<file path="src/rtl/ysyx_23060096_ifu.sv">
// Instruction fetch unit: owns the fetch PC, issues single outstanding word reads
// and hands each fetched instruction downstream over a valid/ready handshake.
module ysyx_23060096_ifu #(
    parameter logic [31:0] RESET_PC = 32'h8000_0000,
    parameter logic [31:0] NOP_INST = 32'h0000_0013
) (
    input  logic        clk,
    input  logic        rstn,
    output logic        imem_req_valid,
    input  logic        imem_req_ready,
    output logic [31:0] imem_req_addr,
    input  logic        imem_resp_valid,
    input  logic [31:0] imem_resp_data,
    input  logic        imem_resp_err,
    output logic        inst_valid,
    input  logic        inst_ready,
    output logic [31:0] inst,
    output logic [31:0] inst_pc,
    output logic        inst_fault,
    input  logic        redirect_valid,
    input  logic [31:0] redirect_pc,
    output logic [31:0] pc
);

    typedef enum logic [1:0] {
        IDLE,
        REQ,
        WAIT,
        HOLD
    } state_t;

    state_t state;
    logic   drop;
    logic   misaligned;

    assign misaligned     = pc[1:0] != 2'b00;
    assign imem_req_valid = (state == REQ) && !redirect_valid && !misaligned;
    assign imem_req_addr  = pc;
    assign inst_valid     = (state == HOLD) && !redirect_valid;

    always_ff @(posedge clk or negedge rstn) begin
        if (!rstn) begin
            state      <= IDLE;
            drop       <= 1'b0;
            pc         <= RESET_PC;
            inst       <= NOP_INST;
            inst_pc    <= RESET_PC;
            inst_fault <= 1'b0;
        end else begin
            case (state)
                IDLE: begin
                    if (redirect_valid) pc <= redirect_pc;
                    state <= REQ;
                end
                REQ: begin
                    if (redirect_valid) begin
                        pc <= redirect_pc;
                    end else if (misaligned) begin
                        // Misaligned target never reaches memory; present a faulting NOP instead.
                        inst       <= NOP_INST;
                        inst_pc    <= pc;
                        inst_fault <= 1'b1;
                        state      <= HOLD;
                    end else if (imem_req_ready) begin
                        state <= WAIT;
                    end
                end
                WAIT: begin
                    if (imem_resp_valid) begin
                        if (redirect_valid) begin
                            pc    <= redirect_pc;
                            drop  <= 1'b0;
                            state <= REQ;
                        end else if (drop) begin
                            drop  <= 1'b0;
                            state <= REQ;
                        end else begin
                            inst       <= imem_resp_err ? NOP_INST : imem_resp_data;
                            inst_pc    <= pc;
                            inst_fault <= imem_resp_err;
                            state      <= HOLD;
                        end
                    end else if (redirect_valid) begin
                        // Response still owed by memory; remember to discard it.
                        pc   <= redirect_pc;
                        drop <= 1'b1;
                    end
                end
                HOLD: begin
                    if (redirect_valid) begin
                        pc    <= redirect_pc;
                        state <= REQ;
                    end else if (inst_ready) begin
                        pc    <= pc + 32'd4;
                        state <= REQ;
                    end
                end
                default: state <= IDLE;
            endcase
        end
    end

endmodule

</file>
<file path="config.mk">
export PLATFORM = sky130hd
export DESIGN_NAME = ysyx_23060096_ifu
export DESIGN_NICKNAME = d
export VERILOG_FILES = /design/src/rtl/ysyx_23060096_ifu.sv
export SDC_FILE = /design/constraint.sdc
export NUM_CORES = 1
export LEC_CHECK = 0
export CAP_MARGIN = 15
export CORE_AREA = 4 4 112 114
export CTS_CLUSTER_DIAMETER = 100
export DETAILED_ROUTE_END_ITERATION = 10
export DIE_AREA = 0 0 116 118
export GPL_ROUTABILITY_DRIVEN = 0
export PLACE_DENSITY = 0.79
export SYNTH_ARGS = -nofsm -noshare
export SYNTH_HDL_FRONTEND = slang
export SYNTH_SLANG_ARGS = --single-unit
</file>
<file path="constraint.sdc">
create_clock -name clk -period 2.2 [get_ports clk]
set_input_delay 0.22 -clock clk [delete_from_list [all_inputs] [get_ports clk]]
set_output_delay 0.22 -clock clk [all_outputs]
set_load 0.03 [all_outputs]
</file>
Word-level counts from Yosys, hierarchy flattened
Cells that the tools add are included.

Add/subtract/negate cells: 1. Eq/ne operators: 11. Mux-type cells: 34. Reductions and logical operators: 14.

Operators with widths (count): $mux 32 (14); $pmux 32 s2 (3); $add 32x3->32 const B (1); $mux 2 (8); $ne 2x2->1 const B (5); $pmux 2 s4 (1); $mux 1 (7); $ne 3x3->1 const B (2); $reduce_and 6->1 (1); $reduce_bool 2->1 (3); $eq 2x2->1 const B (2); $reduce_and 2->1 (2); $reduce_and 4->1 (1); $logic_and 1x1->1 (3); $reduce_or 3->1 (1); $eq 2x1->1 const B (1); $logic_not 1->1 (2); $logic_not 2->1 (1); $ne 2x1->1 const B (1); $pmux 1 s2 (1).

Register bits after elaboration: 100. Bits of input ports: 71. Output and inout bits: 131. Word-level logic and storage cells: 66.

Longest topological paths before layout
Gate-level depths: netlist (run 1).

Word-level depth: 5. Depth in mapped cells: 8.

Worst setup path before layout (run 1)
Ideal clock, no wire load.

Path kind: flip-flop to flip-flop. Start: reg pc[2], in the netlist imem_req_addr[2]. End: reg pc[24], in the netlist imem_req_addr[24]. Library setup time: 96 ps. Arrival: 1874 ps. Required time: 2104 ps. Path slack: 231 ps. Cell stages (with the launch flop): 7. Clock period less this slack: 1969 ps. Path through: dfrtp_1 ha_1 nand4_1 nor3_4 and2_1 a211oi_1 nor4_2.

Longest elaborated chain between the ends: 4.

Ends and longest elaborated chain: from (decl) (line 22) `output logic [31:0] pc`; from (signal assigned) (line 52) `if (redirect_valid) pc <= redirect_pc;`; from (signal assigned) (line 57) `pc <= redirect_pc;`; from (signal assigned) (line 71) `pc <= redirect_pc;`; $add 32x3->32 (line 94) `pc <= pc + 32'd4;`; $mux 32 (line 93) `end else if (inst_ready) begin`; $mux 32 (line 90) `if (redirect_valid) begin`; $pmux 32 s2 (line 50) `case (state)`.

No other way between the ends. The select of a mux whose other input is x is not followed. A chain may end at the register's enable or synchronous reset.

Worst setup path after layout (run 1)
Start: reg state[1]. End: out inst_valid.

Longest elaborated chain between the ends: 2.

Ends and longest elaborated chain: from (decl) (line 32) `state_t state;`; from (signal assigned) (line 43) `state <= IDLE;`; from (signal assigned) (line 53) `state <= REQ;`; from (signal assigned) (line 63) `state <= HOLD;`; $eq 2x2->1 (line 39) `assign inst_valid = (state == HOLD) && !redirect_valid;`; $logic_and 1x1->1 (line 39); to (decl) (line 15) `output logic inst_valid,`.

No other way between the ends.

==> flow_metrics.env, run 1 <==
export IMPL_wl_per_cell_um=18.8
export IMPL_fp_dieArea_sq_um=13700
export IMPL_fraction_of_the_yosys_area_taken_by_sequential_cells_pct=50.6
export IMPL_rr_endpoint="imem_req_addr[25]"
export IMPL_yosysTopAreaCell="sky130_fd_sc_hd__dfrtp_1"
export IMPL_syn_instance_count=463
export IMPL_routed_wirelength_um=15000
export IMPL_numPortBuffers=201
export IMPL_tritoncts_clock_tree="yes"
export IMPL_synth_warnings=0
export IMPL_synth_flop_cell="sky130_fd_sc_hd__dfrtp_1"
export IMPL_finalClockSkew_ns=0.00785
export IMPL_grt_first_pass_wirelength_um=23900
export IMPL_leakage_power_uw=0.00310
export IMPL_cp_slowest_cell="sky130_fd_sc_hd__dlygate4sd2_1"
export IMPL_cts_setup_buffers=0
export IMPL_grt_antenna_before_repair=0
export IMPL_cell_variety_after_synth=55
export IMPL_ir_drop_v=0.000862
export IMPL_crit_path_cell_trace="ha_1 > nand2b_1 > clkinv_1 > dlygate4sd2_1"
export IMPL_period_needed_ns=2.03
export IMPL_dr_first_iter_drc_count=457
export IMPL_detail_route_first_pass_iterations=5
export IMPL_initial_utilization_pct=43.4
export IMPL_synth_top_cell_area_share_pct=48.0
export IMPL_max_slew_margin_rel_pct=67.2
export IMPL_worst_ep_arrival_time_ns=1.81
export IMPL_tritoncts_num_sinks=100
export IMPL_insertion_delay_ns=0.34
export IMPL_floorplan_die_height_um=118
export IMPL_drcViolationCount=0
export IMPL_via_per_inst=5.62
export IMPL_placement_rows=39
export IMPL_first_global_vias=4535
export IMPL_vias=4483
export IMPL_core_sq_um=11400
export IMPL_r2r_worst_path_cells=5
export IMPL_grt_setup_unrepaired="false"
export IMPL_cap_violations=0
export IMPL_cp_data_required_time_ns=1.98
export IMPL_num_fill_cells=911
export IMPL_postSynth_asyncResetShare_pct=100
export IMPL_status="complete, no violations"
export IMPL_cts_made_buffers=9
export IMPL_mappedNetlistArea_sq_um=4950
export IMPL_synth_area_leaders="sky130_fd_sc_hd__dfrtp_1 (48%), sky130_fd_sc_hd__mux2_2 (7.3%), sky130_fd_sc_hd__a22o_1 (5.1%)"
export IMPL_final_setup_tns_ns=0
export IMPL_estimated_wirelength_of_the_detail_placed_design_um=11300
export IMPL_grt_ovfl_total=0
export IMPL_clock_tree_buffer_depth=2
export IMPL_worst_slew_pin_slew_ns=0.490
export IMPL_floorplan_io_pins=202
export IMPL_regToRegStartpoint="imem_req_addr[5]"
export IMPL_clk_pin_slew_ns=0.07
export IMPL_hold_class="primary input to asynchronous set/reset pin"
export IMPL_htree_levels=3
export IMPL_fin_nets=726
export IMPL_finalSetupViolCount=0
export IMPL_worst_r2r_setup_slack_ns=0.21
export IMPL_avgSynthCellArea_sq_um=10.7
export IMPL_root_buffer="sky130_fd_sc_hd__clkbuf_16"
export IMPL_ys_ff_latch=100
export IMPL_critical_path_max_stage_delay_ns=0.45
export IMPL_number_of_enable_type_register_cells_in_the_synthesized_netlist=0
export IMPL_fp_dieW_um=116
export IMPL_layout_drive_gt1_share_pct=15.1
export IMPL_finalHoldViolCount=0
export IMPL_syn_to_final_growth_pct=49.2
export IMPL_mappedNetlistNets=539
export IMPL_min_period_over_period_pct=92.1
export IMPL_drv_slew=0
export IMPL_grt_max_degree=52
export IMPL_p_per_area_nw_per_um2=1450
export IMPL_worstSetupStartpointType="register"
export IMPL_gr_usage_all_layers_pct=21.9
export IMPL_final_core_utilization_pct=64.7
export IMPL_antenna_cells=0
export IMPL_worstPathMaxFanout=7
export IMPL_ant_nets=0
export IMPL_end_kind="output pin"
export IMPL_worst_setup_path_type="register to output pin"
export IMPL_achievable_frequency_mhz=494
routing by layer:
layer / vias up / global-route usage, % / part of all wire (%)
li1: 2033 / - / -
met1: 2195 / 29.0 / 41
met2: 227 / 35.8 / 49
met3: 28 / 3.80 / 7.7
met4: 0 / 7.69 / 2.1
met5: - / 0 / 0
worst max-delay path: cells and delay by family (launching register included):
kind	cells	cell delay (ns)
buf+inv	2	0.69
flops	1	0.43
simple gates	1	0.10
fa+ha+maj	1	0.24
what timing repair did:
action,in CTS,in global routing
setup endpoints to repair,2,8
hold buffers,1,0
hold endpoints to repair,14,0
gates resized for setup,2,1
through the flow:
step | hold WS, ns | setup slack [ns] | area [sq um] | std cells | total power [uW]
detailed placement | 0.0886 | 0.118 | 7090 | 781 | 9190
floorplan | -0.0756 | 0.231 | 4950 | 463 | 6790
finish | 0.288 | 0.175 | 7390 | 798 | 10700
global route | 0.303 | 0.0399 | 7390 | 798 | 11300
CTS | 0.282 | 0.118 | 7390 | 798 | 10800
global placement | 0.0876 | 0.205 | 7090 | 781 | 9040
cell usage after synthesis, types with 3 or more instances:
| cell type | count |
|---|---|
| sky130_fd_sc_hd__nand4_1 | 9 |
| sky130_fd_sc_hd__buf_2 | 15 |
| sky130_fd_sc_hd__a31oi_1 | 5 |
| sky130_fd_sc_hd__ha_1 | 5 |
| sky130_fd_sc_hd__nand3_1 | 12 |
| sky130_fd_sc_hd__a22o_1 | 29 |
| sky130_fd_sc_hd__dfrtp_1 | 95 |
| sky130_fd_sc_hd__and2_1 | 3 |
| sky130_fd_sc_hd__o22ai_1 | 3 |
| sky130_fd_sc_hd__o21ai_0 | 17 |
| sky130_fd_sc_hd__inv_1 | 16 |
| sky130_fd_sc_hd__buf_4 | 32 |
| sky130_fd_sc_hd__mux2_2 | 32 |
| sky130_fd_sc_hd__and4_1 | 6 |
| sky130_fd_sc_hd__nor2_1 | 33 |
| sky130_fd_sc_hd__o22a_1 | 5 |
| sky130_fd_sc_hd__nand2_1 | 28 |
| sky130_fd_sc_hd__clkbuf_1 | 9 |
| sky130_fd_sc_hd__and3_1 | 7 |
| sky130_fd_sc_hd__a211oi_1 | 3 |
| sky130_fd_sc_hd__dfstp_2 | 5 |
| sky130_fd_sc_hd__a21oi_1 | 38 |
| sky130_fd_sc_hd__nor3_1 | 4 |
| sky130_fd_sc_hd__nor2b_1 | 3 |
| sky130_fd_sc_hd__or3_1 | 4 |
| sky130_fd_sc_hd__a22oi_1 | 3 |
| sky130_fd_sc_hd__a311oi_1 | 3 |
kinds of logic after synthesis:
family / Yosys count / share of synthesized area [%]
simple gates: 128 / 15.2
buf+inv: 73 / 8.33
mux: 34 / 7.68
flops: 100 / 50.6
compound gates: 123 / 16.9
fa+ha+maj: 5 / 1.26
sequential cells by signal (all words and copies together), names as in the netlist:
| register | cells |
|---|---|
| inst | 32 |
| drop | 1 |
| imem_req_addr | 32 |
| inst_fault | 1 |
| state | 2 |
| inst_pc | 32 |
worst max-delay path by stage:
| stage | depth (start not counted) | endpoint | slack [ns] | start |
|---|---|---|---|---|
| 6_report | 4 | inst_valid | 0.17 | state[1] |
| 4_1_cts | 6 | imem_req_addr[2] | 0.12 | state[1] |
| 3_5_place_dp | 6 | imem_req_addr[2] | 0.12 | inst_ready |
| 2_1_floorplan | 6 | imem_req_addr[24] | 0.23 | imem_req_addr[2] |
| 5_1_grt | 5 | imem_req_addr[25] | 0.04 | imem_req_addr[5] |
| 3_3_place_gp | 4 | inst_valid | 0.20 | redirect_valid |
placed cells by master (no fill, tap or decap), types with 4 or more instances in the layout:
cell type	synthesis	final
sky130_fd_sc_hd__clkdlybuf4s50_1	0	198
sky130_fd_sc_hd__dfrtp_1	95	95
sky130_fd_sc_hd__a21oi_1	38	38
sky130_fd_sc_hd__nor2_1	33	33
sky130_fd_sc_hd__mux2_2	32	32
sky130_fd_sc_hd__a22o_1	29	29
sky130_fd_sc_hd__nand2_1	28	28
sky130_fd_sc_hd__buf_4	32	28
sky130_fd_sc_hd__o21ai_0	17	17
sky130_fd_sc_hd__inv_1	16	16
sky130_fd_sc_hd__nand3_1	12	12
sky130_fd_sc_hd__nand4_1	9	9
sky130_fd_sc_hd__clkbuf_16	0	9
sky130_fd_sc_hd__and3_1	7	7
sky130_fd_sc_hd__and4_1	6	6
sky130_fd_sc_hd__a31oi_1	5	5
sky130_fd_sc_hd__o22a_1	5	5
sky130_fd_sc_hd__ha_1	5	5
sky130_fd_sc_hd__dfstp_2	5	5
sky130_fd_sc_hd__nor3_1	4	4
sky130_fd_sc_hd__or3_1	4	4
where the power goes:
part	internal, uW	leakage, uW	switching, uW
clock network	882	0.000147	669
logic	2570	0.00175	3450
registers	2510	0.00121	616
cell type report:
class                      instances  area (sq um)  area share, %
tap                              143           179           2.42
inverter                          17          63.8          0.863
multi-input combinational        290          2070           28.0
timing repair buffer             232          2280           30.8
clock inverter                     6          62.6          0.846
sequential                       100          2510           33.9
clock buffer                      10           229           3.10
(Power assumes the default switching activity.)
==> run 2: changes to the inputs <==
--- a/config.mk
+++ b/config.mk
@@ -6,12 +6,12 @@
 export NUM_CORES = 1
 export LEC_CHECK = 0
 export CAP_MARGIN = 15
-export CORE_AREA = 4 4 112 114
+export CORE_AREA = 4 4 128 99
 export CTS_CLUSTER_DIAMETER = 100
 export DETAILED_ROUTE_END_ITERATION = 10
-export DIE_AREA = 0 0 116 118
+export DIE_AREA = 0 0 132 103
 export GPL_ROUTABILITY_DRIVEN = 0
-export PLACE_DENSITY = 0.79
+export PLACE_DENSITY = 0.8
 export SYNTH_ARGS = -nofsm -noshare
 export SYNTH_HDL_FRONTEND = slang
 export SYNTH_SLANG_ARGS = --single-unit
==> flow_metrics.env, run 2 (synthesized netlist as in run 1, its figures left out) <==
export IMPL_area_sequential_sq_um=2510
export IMPL_insertion_delay_ns=0.35
export IMPL_cts_setup_buffers=0
export IMPL_fp_dieW_um=132
export IMPL_vias=4411
export IMPL_gr_usage_all_layers_pct=20.8
export IMPL_finalClockSkew_ns=0.0106
export IMPL_num_fill_cells=874
export IMPL_status="complete, no violations"
export IMPL_end_kind="output pin"
export IMPL_worstSetupStartpointType="register"
export IMPL_intPower_uw=6240
export IMPL_floorplan_die_height_um=103
export IMPL_syn_to_final_growth_pct=50.8
export IMPL_pwr_share_seq_pct=28.4
export IMPL_rr_endpoint="imem_req_addr[24]"
export IMPL_comb_power_share_pct=55.1
export IMPL_drv_slew=0
export IMPL_cts_made_buffers=9
export IMPL_drcViolationCount=0
export IMPL_cap_violations=0
export IMPL_via_per_inst=5.51
export IMPL_fp_dieArea_sq_um=13600
export IMPL_period_needed_ns=2.08
export IMPL_cp_num_buf_inv=2
export IMPL_r2r_worst_path_cells=6
export IMPL_hold_class="primary input to asynchronous set/reset pin"
export IMPL_tritoncts_num_sinks=100
export IMPL_path_delay_family="buffers and inverters"
export IMPL_finalInstanceArea_sq_um=7470
export IMPL_worst_ep_arrival_time_ns=1.86
export IMPL_layout_drive_gt1_share_pct=15.7
export IMPL_leakage_power_uw=0.00312
export IMPL_grt_first_pass_wirelength_um=22800
export IMPL_power_switching_uw=4750
export IMPL_worst_slew_pin_slew_ns=0.646
export IMPL_routed_wirelength_um=14400
export IMPL_dpl_instance_area_sq_um=7120
export IMPL_tritoncts_clock_tree="yes"
export IMPL_ant_nets=0
export IMPL_layout_common_cells="sky130_fd_sc_hd__clkdlybuf4s50_1 (198), sky130_fd_sc_hd__dfrtp_1 (94), sky130_fd_sc_hd__a21oi_1 (38)"
export IMPL_finalSetupViolCount=0
export IMPL_dr_first_iter_drc_count=278
export IMPL_root_buffer="sky130_fd_sc_hd__clkbuf_16"
export IMPL_max_slew_margin_rel_pct=57.0
export IMPL_commonest_non_fill_non_tap_cell_in_the_layout="sky130_fd_sc_hd__clkdlybuf4s50_1"
export IMPL_estimated_wirelength_of_the_detail_placed_design_um=10800
export IMPL_min_period_over_period_pct=94.6
export IMPL_power_share_clock_pct=16.5
export IMPL_p_per_area_nw_per_um2=1470
export IMPL_cp_slowest_cell="sky130_fd_sc_hd__dlygate4sd2_1"
export IMPL_grt_max_degree=46
export IMPL_grt_setup_unrepaired="false"
export IMPL_numPortBuffers=201
export IMPL_htree_levels=3
export IMPL_critical_path_max_stage_delay_ns=0.46
export IMPL_first_global_vias=4245
export IMPL_worst_setup_path_type="register to output pin"
export IMPL_fin_nets=727
export IMPL_initial_utilization_pct=43.3
export IMPL_cp_data_required_time_ns=1.98
export IMPL_detail_route_first_pass_iterations=5
export IMPL_grt_ovfl_total=0
export IMPL_finalHoldViolCount=0
export IMPL_crit_path_cell_trace="ha_1 > nand2b_1 > clkinv_1 > dlygate4sd2_1"
export IMPL_ir_drop_v=0.000867
export IMPL_final_core_utilization_pct=65.3
export IMPL_grt_antenna_before_repair=0
export IMPL_multi_input_comb_area_sq_um=2070
export IMPL_achievable_frequency_mhz=481
export IMPL_stdcell_count=800
export IMPL_wl_per_cell_um=18.0
export IMPL_placed_cells_incl_taps=783
export IMPL_antenna_cells=0
export IMPL_clk_pin_slew_ns=0.08
export IMPL_regToRegStartpoint="imem_req_addr[2]"
export IMPL_worstPathMaxFanout=11
export IMPL_clock_tree_buffer_depth=2
export IMPL_worst_r2r_setup_slack_ns=0.16
export IMPL_floorplan_io_pins=202
export IMPL_placement_rows=34
export IMPL_core_sq_um=11400
export IMPL_switching_portion_of_total_power_pct=43.2
export IMPL_final_setup_tns_ns=0
run 2: cell types whose count changed in the layout (fill, tap and decap cells not counted), sizes merged:
| cell | change |
|---|---|
| dlygate4sd2 | -1 |
| bufinv | +2 |
| clkinv | -3 |
| buf | +2 |
| clkinvlp | +2 |
| inv | -1 |
run 2: through the flow:
stage | power (uW) | hold slack, ns | setup WS (ns)
global route | 11500 | 0.386 | 0.0152
global placement | 9050 | 0.193 | 0.119
finish | 11000 | 0.359 | 0.119
floorplan | 6790 | -0.0756 | 0.231
detailed placement | 9210 | 0.201 | 0.0977
CTS | 11100 | 0.371 | 0.102
run 2: cell type report:
| type | instances | share of cell area, % |
|---|---|---|
| Sequential cell | 100 | 33.6 |
| Timing Repair Buffer | 233 | 30.9 |
| Multi-Input combinational cell | 290 | 27.6 |
| Clock buffer | 10 | 3.06 |
| Tap cell | 144 | 2.41 |
| Clock inverter | 6 | 1.52 |
| Inverter | 17 | 0.854 |
run 2: layer usage:
layer,up-vias,GRT usage [%],wire [um]
met5,-,0,0
met4,0,5.33,178
met3,14,5.46,1140
met2,212,34.4,6930
met1,2151,27.6,6190
li1,2034,-,-
run 2: worst max-delay path by stage:
stage / end / start / slack [ns] / depth (start not counted)
after global placement: inst_valid / redirect_valid / 0.12 / 4
after CTS: inst_valid / state[0] / 0.10 / 4
after floorplan: imem_req_addr[24] / imem_req_addr[2] / 0.23 / 6
after detailed placement: inst_valid / redirect_valid / 0.1 / 4
after global routing: inst_valid / state[1] / 0.02 / 4
final: inst_valid / state[0] / 0.12 / 4
run 2: timing repair:
action                                  CTS  global route
gates resized for setup                   1             2
endpoints found under the setup margin    1             4
hold buffers                              1             0
hold endpoints to repair                 31             0
pin swaps                                 0             1
run 2: power by group through the flow:
stage	combinational, uW	clock [uW]	sequential [uW]
6_report	6060	1820	3120
4_1_cts	6080	1860	3120
3_5_place_dp	6060	0	3150
2_1_floorplan	2450	0	4350
3_3_place_gp	5960	0	3090
5_1_grt	6390	1930	3220
